File: config.mk
export PLATFORM = sky130hd
export DESIGN_NAME = seq_shift_add_multiplier_flat
export DESIGN_NICKNAME = d
export VERILOG_FILES = /design/src/rtl/seq_shift_add_multiplier_if.sv /design/src/rtl/seq_shift_add_multiplier.sv /design/src/flat_wrapper.sv
export SDC_FILE = /design/constraint.sdc
export NUM_CORES = 1
export LEC_CHECK = 0
export CAP_MARGIN = 20
export CELL_PAD_IN_SITES_DETAIL_PLACEMENT = 0
export CELL_PAD_IN_SITES_GLOBAL_PLACEMENT = 1
export CORE_MARGIN = 3
export CORE_UTILIZATION = 45
export CTS_CLUSTER_DIAMETER = 200
export DETAILED_ROUTE_END_ITERATION = 16
export GPL_TIMING_DRIVEN = 0
export PLACE_DENSITY = 0.83
export SYNTH_ARGS = -nofsm -noshare
export SYNTH_HDL_FRONTEND = slang
export SYNTH_SLANG_ARGS = --single-unit
File: constraint.sdc
create_clock -name clk -period 7.7 [get_ports clk]
set_input_delay 1.925 -clock clk [delete_from_list [all_inputs] [get_ports clk]]
set_output_delay 1.925 -clock clk [all_outputs]
set_load 0.005 [all_outputs]
File: src/rtl/seq_shift_add_multiplier_if.sv
// rtl/seq_shift_add_multiplier_if.sv - request/response bundle for the sequential multiplier
interface seq_shift_add_multiplier_if #(
  parameter int M = 8,
  parameter int N = 8
);
  logic           start;
  logic           sgn;
  logic           abort;
  logic [M-1:0]   A;
  logic [N-1:0]   B;
  logic           ready;
  logic           busy;
  logic           done;
  logic [M+N-1:0] C;

  modport master (
    output start, sgn, abort, A, B,
    input  ready, busy, done, C
  );

  modport slave (
    input  start, sgn, abort, A, B,
    output ready, busy, done, C
  );
endinterface

File: src/rtl/seq_shift_add_multiplier.sv
// rtl/seq_shift_add_multiplier.sv - iterative shift-and-add multiplier, one multiplier bit per clock
// Define SEQ_MUL_EARLY_EXIT_EN to finish as soon as the remaining multiplier bits are all zero.
module seq_shift_add_multiplier #(
  parameter int M = 8,
  parameter int N = 8
) (
  input  logic                       clk,
  input  logic                       rst,
  seq_shift_add_multiplier_if.slave  bus
);
  localparam int CW = $clog2(N + 1);

  typedef enum logic [1:0] {IDLE, RUN, DONE} state_t;

  state_t         state, state_nxt;
  logic [M+N-1:0] a_sh, acc, acc_nxt, c_q;
  logic [N-1:0]   b_sh;
  logic [CW-1:0]  cnt;
  logic           neg, done_q;
  logic [M-1:0]   a_mag;
  logic [N-1:0]   b_mag;
  logic           accept, last, finish;

  // Datapath works on magnitudes; the sign is reapplied once at completion.
  always_comb begin
    a_mag   = (bus.sgn && bus.A[M-1]) ? -bus.A : bus.A;
    b_mag   = (bus.sgn && bus.B[N-1]) ? -bus.B : bus.B;
    acc_nxt = b_sh[0] ? (acc + a_sh) : acc;
`ifdef SEQ_MUL_EARLY_EXIT_EN
    last    = (cnt == CW'(N - 1)) || (b_sh[N-1:1] == '0);
`else
    last    = (cnt == CW'(N - 1));
`endif
    accept  = bus.start && (state != RUN);
    finish  = (state == RUN) && !bus.abort && last;
  end

  always_ff @(posedge clk or negedge rst) begin
    if (!rst) state <= IDLE;
    else      state <= state_nxt;
  end

  always_comb begin
    state_nxt = state;
    case (state)
      IDLE:    if (bus.start) state_nxt = RUN;
      RUN:     if (bus.abort) state_nxt = IDLE;
               else if (last) state_nxt = DONE;
      DONE:    if (bus.start) state_nxt = RUN;
      default: state_nxt = IDLE;
    endcase
  end

  always_comb begin
    bus.ready = (state != RUN);
    bus.busy  = (state == RUN);
    bus.done  = done_q;
    bus.C     = c_q;
  end

  always_ff @(posedge clk or negedge rst) begin
    if (!rst) begin
      a_sh   <= '0;
      b_sh   <= '0;
      acc    <= '0;
      cnt    <= '0;
      neg    <= 1'b0;
      c_q    <= '0;
      done_q <= 1'b0;
    end else begin
      done_q <= 1'b0;
      if (accept) begin
        a_sh <= {{N{1'b0}}, a_mag};
        b_sh <= b_mag;
        neg  <= bus.sgn & (bus.A[M-1] ^ bus.B[N-1]);
        acc  <= '0;
        cnt  <= '0;
      end else if (state == RUN) begin
        // On abort these updates are harmless: the state returns to IDLE.
        acc  <= acc_nxt;
        a_sh <= a_sh << 1;
        b_sh <= b_sh >> 1;
        cnt  <= cnt + CW'(1);
        if (finish) begin
          c_q    <= neg ? -acc_nxt : acc_nxt;
          done_q <= 1'b1;
        end
      end
    end
  end
endmodule
File: src/flat_wrapper.sv
// flat-port wrapper written by rule: the top's interface ports become plain ports
module seq_shift_add_multiplier_flat 
#(
  parameter int M = 8,
  parameter int N = 8
)
  (clk, rst, bus_start, bus_sgn, bus_abort, bus_A, bus_B, bus_ready, bus_busy, bus_done, bus_C);
  seq_shift_add_multiplier_if #(.M(M), .N(N)) bus_i ();
  input  logic clk;
  input  logic rst;
  input wire logic [$bits(bus_i.start)-1:0] bus_start;
  input wire logic [$bits(bus_i.sgn)-1:0] bus_sgn;
  input wire logic [$bits(bus_i.abort)-1:0] bus_abort;
  input wire logic [$bits(bus_i.A)-1:0] bus_A;
  input wire logic [$bits(bus_i.B)-1:0] bus_B;
  output wire logic [$bits(bus_i.ready)-1:0] bus_ready;
  output wire logic [$bits(bus_i.busy)-1:0] bus_busy;
  output wire logic [$bits(bus_i.done)-1:0] bus_done;
  output wire logic [$bits(bus_i.C)-1:0] bus_C;
  assign bus_i.start = bus_start;
  assign bus_i.sgn = bus_sgn;
  assign bus_i.abort = bus_abort;
  assign bus_i.A = bus_A;
  assign bus_i.B = bus_B;
  assign bus_ready = bus_i.ready;
  assign bus_busy = bus_i.busy;
  assign bus_done = bus_i.done;
  assign bus_C = bus_i.C;
  seq_shift_add_multiplier #(.M(M), .N(N)) u_core (.clk(clk), .rst(rst), .bus(bus_i));
endmodule
==> results of run 1 <==
## kinds of logic after synthesis
logic type,after synthesis,synth area share
AO/OA/AOI/OAI,142,0.211
XOR/XNOR,28,0.0586
adder cells (fa/ha/maj),20,0.0616
buffers and inverters,41,0.0410
flip-flops,64,0.383
multiplexers,11,0.0266
AND/OR/NAND/NOR,187,0.218
## flip-flops by register name (all words and copies together) (netlist names)
signal	cells
u_core.state	2
u_core.bus.done	1
u_core.bus.C	16
u_core.cnt	4
u_core.acc	16
u_core.a_sh	16
u_core.neg	1
u_core.b_sh	8
## layout by cell type (no fill, tap or decap), types with 9 or more instances in the layout
| master | synthesis | final |
|---|---|---|
| sky130_fd_sc_hd__a21oi_1 | 31 | 31 |
| sky130_fd_sc_hd__clkbuf_1 | 17 | 19 |
| sky130_fd_sc_hd__clkbuf_8 | 0 | 9 |
| sky130_fd_sc_hd__clkdlybuf4s50_1 | 0 | 36 |
| sky130_fd_sc_hd__dfrtp_1 | 64 | 64 |
| sky130_fd_sc_hd__ha_1 | 19 | 19 |
| sky130_fd_sc_hd__inv_1 | 12 | 12 |
| sky130_fd_sc_hd__mux2i_1 | 10 | 10 |
| sky130_fd_sc_hd__nand2_1 | 84 | 84 |
| sky130_fd_sc_hd__nand3_1 | 37 | 37 |
| sky130_fd_sc_hd__nor2_1 | 19 | 19 |
| sky130_fd_sc_hd__o21ai_0 | 65 | 65 |
| sky130_fd_sc_hd__xnor2_1 | 18 | 18 |
| sky130_fd_sc_hd__xor2_1 | 10 | 10 |
## power by group
group	switching [mW]	internal (mW)	total, mW
clock	0.128	0.114	0.241
sequential	0.0749	0.426	0.501
combinational	0.408	0.328	0.736
## through the flow
stage                     hold slack (ps)   util  power, mW
final                                 473  0.544       1.48
after global routing                  504  0.544       1.60
after CTS                             483  0.544       1.48
after detailed placement              467  0.527       1.24
after global placement                454  0.527       1.22
after floorplan                       438      -       1.02
## cell type report
cell class                 instances  share of cell area
multi-input combinational        388               0.498
sequential                        64               0.331
timing repair buffer              37              0.0760
tap                              108              0.0279
clock buffer                      11              0.0271
buffer                            27              0.0246
inverter                          14              0.0109
clock inverter                     4             0.00465
## worst max-delay path, stage by stage, from the launching register on
cell	delay, ps
sky130_fd_sc_hd__dfrtp_1	390
sky130_fd_sc_hd__nand2b_1	80
sky130_fd_sc_hd__clkbuf_1	390
sky130_fd_sc_hd__clkinv_1	330
sky130_fd_sc_hd__clkbuf_1	350
sky130_fd_sc_hd__clkdlybuf4s50_1	530
## layer usage
metal  part of all wire  wire length, um
met1               0.46             4750
met2               0.48             4960
met3              0.046              471
met4             0.0078               80
met5                  0                0
## path summary, 6_finish.rpt
kind                                  from          endpoint  slack (ps)  depth (start not counted)
setup / recovery           u_core.state[0]          bus_busy        3380                          5
hold / removal             u_core.bus.C[9]   u_core.bus.C[9]         470                          2
setup reg to reg             u_core.acc[0]  u_core.bus.C[15]        4370                         11
hold reg to reg            u_core.bus.C[9]   u_core.bus.C[9]         470                          2
max in group asynchronous              rst   u_core.state[1]        5460                          1
min in group asynchronous              rst   u_core.bus.C[4]        1640                          1
==> results.json, run 1 <==
{
  "numPortBuffers": 37,
  "critPathLaunchType": "flop",
  "clk-insertion-delay-late_ps": 330,
  "grt_antenna_before_repair": 0,
  "detail_route.drc_violations": 0,
  "areaGrowthSynthToFinish_pct": 15.7,
  "die-height_um": 102,
  "multiInputGateArea_sq_mm": 0.00241,
  "globalRouteOverflowTotal": 0,
  "cts_root_buf": "sky130_fd_sc_hd__clkbuf_8",
  "static-leakage-power_nw": 2.18,
  "drv.max_cap_violation_count": 0,
  "detailed_routing_iteration_count_for_the_pre_antenna_repair_pass": 4,
  "instances_no_fill": 653,
  "drive_above_1_share": 0.0606,
  "core_area_sq_mm": 0.00889,
  "starting_density": 0.471,
  "htree_num_levels": 3,
  "irDropWorstVdd_mv": 0.114,
  "cts_tree": "built",
  "routed_wl_mm": 10.3,
  "arrival_ps": 2400,
  "cts_resized": 0,
  "final.fill_count": 851,
  "layout.area.seq_sq_mm": 0.00160,
  "asyncSetResetFlopFracSynth": 1.00,
  "detailedPlace.worstSlack_ps": 3700,
  "cts.clk_slew.worst_paths_ps": 70,
  "synthMostInstantiatedCell": "sky130_fd_sc_hd__nand2_1",
  "synth_area_per_cell_sq_um": 8.49,
  "layout.cell_area.non_filler_sq_mm": 0.00484,
  "post_drt_wl_per_cell_um": 15.7,
  "finalWorstSetupSlack_ps": 3380,
  "place.gp.congestion": 0.836,
  "die_area_sq_mm": 0.0105,
  "drt_iter0_drc": 143,
  "drt-vias-per-instance": 5.68,
  "timing.slew.headroom": 0.443,
  "timing.final.max_slew_violations": 0,
  "fin_skew_ps": 8.15,
  "route.vias.total": 3708,
  "cts_hold_buf": 0,
  "post_synth_num_cell_types": 60,
  "grt_first_pass_wirelength_mm": 17.3,
  "ys_warn_count": 0,
  "met2_usage": 0.352,
  "nets": 582,
  "clk_path_buf_depth": 2,
  "setup_viol": 0,
  "post-synth-top-area-fraction": 0.383,
  "ys_ff_latch": 64,
  "hpwlAfterDp_mm": 7.77,
  "critical_path_required_ps": 5780,
  "fin_setup_tns_ps": 0,
  "die_w_um": 102,
  "fmax_mhz": 231,
  "power-per-cell-area_mw_per_mm2": 305,
  "globalRouteMet3Util": 0.0314,
  "yosys-top-cells-area": "sky130_fd_sc_hd__dfrtp_1 (38%), sky130_fd_sc_hd__o21ai_0 (7.8%), sky130_fd_sc_hd__nand2_1 (7.5%)",
  "hold_class": "reg2reg",
  "std_cell_rows": 34,
  "timing.critical_path.fanout_max": 10,
  "maximum_number_of_pins_on_one_net_before_global_route_repair": 65,
  "antenna_cells": 0,
  "busiest_layer": "met2",
  "status": "complete, no violations",
  "syn-instance-count": 493,
  "cts.repair_timing.setup_buffer_count": 0,
  "max_slew.worst_pin.slew_ps": 835,
  "fin_crit_ps": 4320,
  "grt_use_met1": 0.279,
  "cts_inserted_buffers": 9,
  "hold_violations": 0,
  "syn_nets": 534,
  "mappedNetlistArea_sq_mm": 0.00418,
  "number_of_ports_placed_on_the_die_boundary": 40,
  "rsz0062_at_grt": "no",
  "yosys.area.top_type": "sky130_fd_sc_hd__dfrtp_1",
  "synth.top_cells.by_count": "sky130_fd_sc_hd__nand2_1 (84), sky130_fd_sc_hd__o21ai_0 (65), sky130_fd_sc_hd__dfrtp_1 (64), sky130_fd_sc_hd__nand3_1 (37), sky130_fd_sc_hd__a21oi_1 (31)",
  "globalRouteTotalUtil": 0.209,
  "first_global_vias": 3578,
  "final_antenna_net_count": 0,
  "cp-end-kind": "output pin",
  "dpl.cell_count": 638,
  "setup.worst_path.class": "reg2out",
  "cts_num_sinks": 64,
  "synth_flop_cell": "sky130_fd_sc_hd__dfrtp_1",
  "yosysSeqAreaShare": 0.383,
  "finalCritPeriodShare": 0.562,
  "placed_cell_area_sq_mm": 0.00469,
  "synth_edf_count": 0
}
Power figures use the tool's default switching activity.
==> run 2, diff against run 1 <==
--- a/config.mk
+++ b/config.mk
@@ -9,11 +9,11 @@
 export CELL_PAD_IN_SITES_DETAIL_PLACEMENT = 0
 export CELL_PAD_IN_SITES_GLOBAL_PLACEMENT = 1
 export CORE_MARGIN = 3
-export CORE_UTILIZATION = 45
+export CORE_UTILIZATION = 40
 export CTS_CLUSTER_DIAMETER = 200
 export DETAILED_ROUTE_END_ITERATION = 16
 export GPL_TIMING_DRIVEN = 0
-export PLACE_DENSITY = 0.83
+export PLACE_DENSITY = 0.78
 export SYNTH_ARGS = -nofsm -noshare
 export SYNTH_HDL_FRONTEND = slang
 export SYNTH_SLANG_ARGS = --single-unit
==> constraint.sdc (replaced) <==
create_clock -name clk -period 3.75 [get_ports clk]
set_input_delay 0.9375 -clock clk [delete_from_list [all_inputs] [get_ports clk]]
set_output_delay 0.9375 -clock clk [all_outputs]
set_load 0.005 [all_outputs]
==> run 2 against run 1 <==
Clock skew increased by 3.0 ps. Largest power group unchanged. Die area increased by 12%. First-iteration DRC count decreased by 1.4%. Combinational power increased by 100%. Wire length decreased by 0.45%. Worst hold slack improved by 2.3 ps. Power increased by 110%.
==> results.json, run 2 (synthesis results as in run 1) <==
{
  "status": "complete, no violations",
  "max_slew.worst_pin.slew_ps": 816,
  "setup.worst_path.class": "reg2reg",
  "clk-insertion-delay-late_ps": 340,
  "setup_viol": 0,
  "critPathBufInv": 0,
  "rsz0062_at_grt": "no",
  "nets": 582,
  "hpwlAfterDp_mm": 7.75,
  "cts_tree": "built",
  "timing.critical_path.fanout_max": 4,
  "grt_antenna_before_repair": 0,
  "die_w_um": 108,
  "cpMostUsedCell": "sky130_fd_sc_hd__xnor2_1",
  "worst-path-stages": 11,
  "cts.clk_slew.worst_paths_ps": 70,
  "timing.hold.worst_path_depth": 2,
  "core_area_sq_mm": 0.00995,
  "r2r_depth": 11,
  "cts.repair_timing.setup_buffer_count": 0,
  "place.gp.congestion": 0.910,
  "finalCritPeriodShare": 0.893,
  "std_cell_rows": 36,
  "globalRouteTotalUtil": 0.188,
  "drive_above_1_share": 0.0659,
  "die-height_um": 108,
  "htree_num_levels": 3,
  "critical_path.max_stage_delay_ps": 440,
  "fin_crit_ps": 3350,
  "power_mw": 3.14,
  "grt_first_pass_wirelength_mm": 17.5,
  "die_area_sq_mm": 0.0117,
  "instances_no_fill": 679,
  "cts_root_buf": "sky130_fd_sc_hd__clkbuf_8",
  "arrival_ps": 3560,
  "cts_num_sinks": 64,
  "post_drt_wl_per_cell_um": 15.0,
  "layout.cell_area.non_filler_sq_mm": 0.00492,
  "clk_path_buf_depth": 2,
  "areaGrowthSynthToFinish_pct": 17.7,
  "first_global_vias": 3607,
  "cts_inserted_buffers": 9,
  "fmax_mhz": 299,
  "globalRouteOverflowTotal": 0,
  "crit_path_slowest_cell": "sky130_fd_sc_hd__a41oi_1",
  "final_antenna_net_count": 0,
  "number_of_ports_placed_on_the_die_boundary": 40,
  "cts_resized": 0,
  "route.vias.total": 3673,
  "drt-vias-per-instance": 5.41,
  "detailedPlace.worstSlack_ps": 452,
  "fin_skew_ps": 11.2,
  "irDropWorstVdd_mv": 0.207,
  "cp_top_family": "compound AO/OA/AOI/OAI gates",
  "detail_route.drc_violations": 0,
  "path_cells": "ha_1 > fa_1 > a211oi_1 > o21ai_0 > a41oi_1 > xnor2_1 > mux2_2 > nand4_4 > o41ai_2 > xnor2_1 > o21ai_1",
  "power-per-cell-area_mw_per_mm2": 637,
  "critPathLaunchType": "flop",
  "placed_cell_area_sq_mm": 0.00472,
  "starting_density": 0.420,
  "antenna_cells": 0,
  "cp-end-kind": "flop",
  "routed_wl_mm": 10.2,
  "drt_iter0_drc": 141,
  "cts_hold_buf": 0,
  "layout_common_cells": "sky130_fd_sc_hd__nand2_1 (84), sky130_fd_sc_hd__o21ai_0 (65), sky130_fd_sc_hd__dfrtp_1 (64), sky130_fd_sc_hd__nand3_1 (37), sky130_fd_sc_hd__clkdlybuf4s50_1 (36)",
  "finalWorstSetupSlack_ps": 403,
  "static-leakage-power_nw": 2.20,
  "hold_violations": 0,
  "timing.final.max_slew_violations": 0,
  "maximum_number_of_pins_on_one_net_before_global_route_repair": 65,
  "detailed_routing_iteration_count_for_the_pre_antenna_repair_pass": 4,
  "hold_class": "reg2reg",
  "dpl.cell_count": 663,
  "drv.max_cap_violation_count": 0,
  "timing.slew.headroom": 0.456,
  "critical_path_required_ps": 3970,
  "numPortBuffers": 37,
  "most_common_cell_after_layout_fill_and_taps_aside": "sky130_fd_sc_hd__nand2_1"
}
-- run 2: path summary, 6_finish.rpt --
| path | from | to | slack, ps |
|---|---|---|---|
| setup / recovery | u_core.acc[0] | u_core.bus.C[15] | 400 |
| hold / removal | u_core.bus.C[9] | u_core.bus.C[9] | 480 |
| setup reg to reg | u_core.acc[0] | u_core.bus.C[15] | 400 |
| hold reg to reg | u_core.bus.C[9] | u_core.bus.C[9] | 480 |
| max in group asynchronous | rst | u_core.b_sh[0] | 2510 |
| min in group asynchronous | rst | u_core.bus.C[2] | 680 |
-- run 2: worst reg2reg max path, stage by stage (launching register included) --
cell,delay (ps)
sky130_fd_sc_hd__dfrtp_1,400
sky130_fd_sc_hd__ha_1,230
sky130_fd_sc_hd__fa_1,430
sky130_fd_sc_hd__a211oi_1,290
sky130_fd_sc_hd__o21ai_0,240
sky130_fd_sc_hd__a41oi_1,440
sky130_fd_sc_hd__xnor2_1,180
sky130_fd_sc_hd__mux2_2,240
sky130_fd_sc_hd__nand4_4,120
sky130_fd_sc_hd__o41ai_2,410
sky130_fd_sc_hd__xnor2_1,180
sky130_fd_sc_hd__o21ai_1,70
-- run 2: area by class of cell --
| cell class | count | area, sq um |
|---|---|---|
| Buffer | 27 | 119 |
| Clock buffer | 11 | 151 |
| Clock inverter | 5 | 55.1 |
| Fill cell | 1005 | 5030 |
| Inverter | 14 | 52.6 |
| Multi-Input combinational cell | 388 | 2410 |
| Sequential cell | 64 | 1600 |
| Tap cell | 133 | 166 |
| Timing Repair Buffer | 37 | 368 |
-- run 2: where the power goes --
group	internal, mW	leakage [nW]	switching [mW]
registers	0.875	0.823	0.154
logic	0.673	1.27	0.827
clock network	0.341	0.101	0.269
total	1.89	2.20	1.25
-- run 2: per-stage QoR --
stage,hold WS [ps],TNS (ps),utilization
finish,475,0,0.495
detailed placement,461,0,0.474
global placement,452,-26620,0.474
floorplan,438,0,-
CTS,485,0,0.495
global route,503,0,0.495
-- run 2: per-layer routing --
metal | share of wire | GRT usage | up-vias | wire length (um)
met5 | 0 | 0 | - | 0
met4 | 0.011 | 0.0532 | 0 | 114
met3 | 0.044 | 0.0316 | 13 | 452
met2 | 0.47 | 0.307 | 90 | 4770
met1 | 0.48 | 0.257 | 1705 | 4880
li1 | - | - | 1865 | -
==> run 3, diff against run 2 <==
--- a/config.mk
+++ b/config.mk
@@ -17,3 +17,4 @@
 export SYNTH_ARGS = -nofsm -noshare
 export SYNTH_HDL_FRONTEND = slang
 export SYNTH_SLANG_ARGS = --single-unit
+export TNS_END_PERCENT = 20
==> results of run 3 <==
The final DEF is identical to that of run 2; final timing and power are the same.
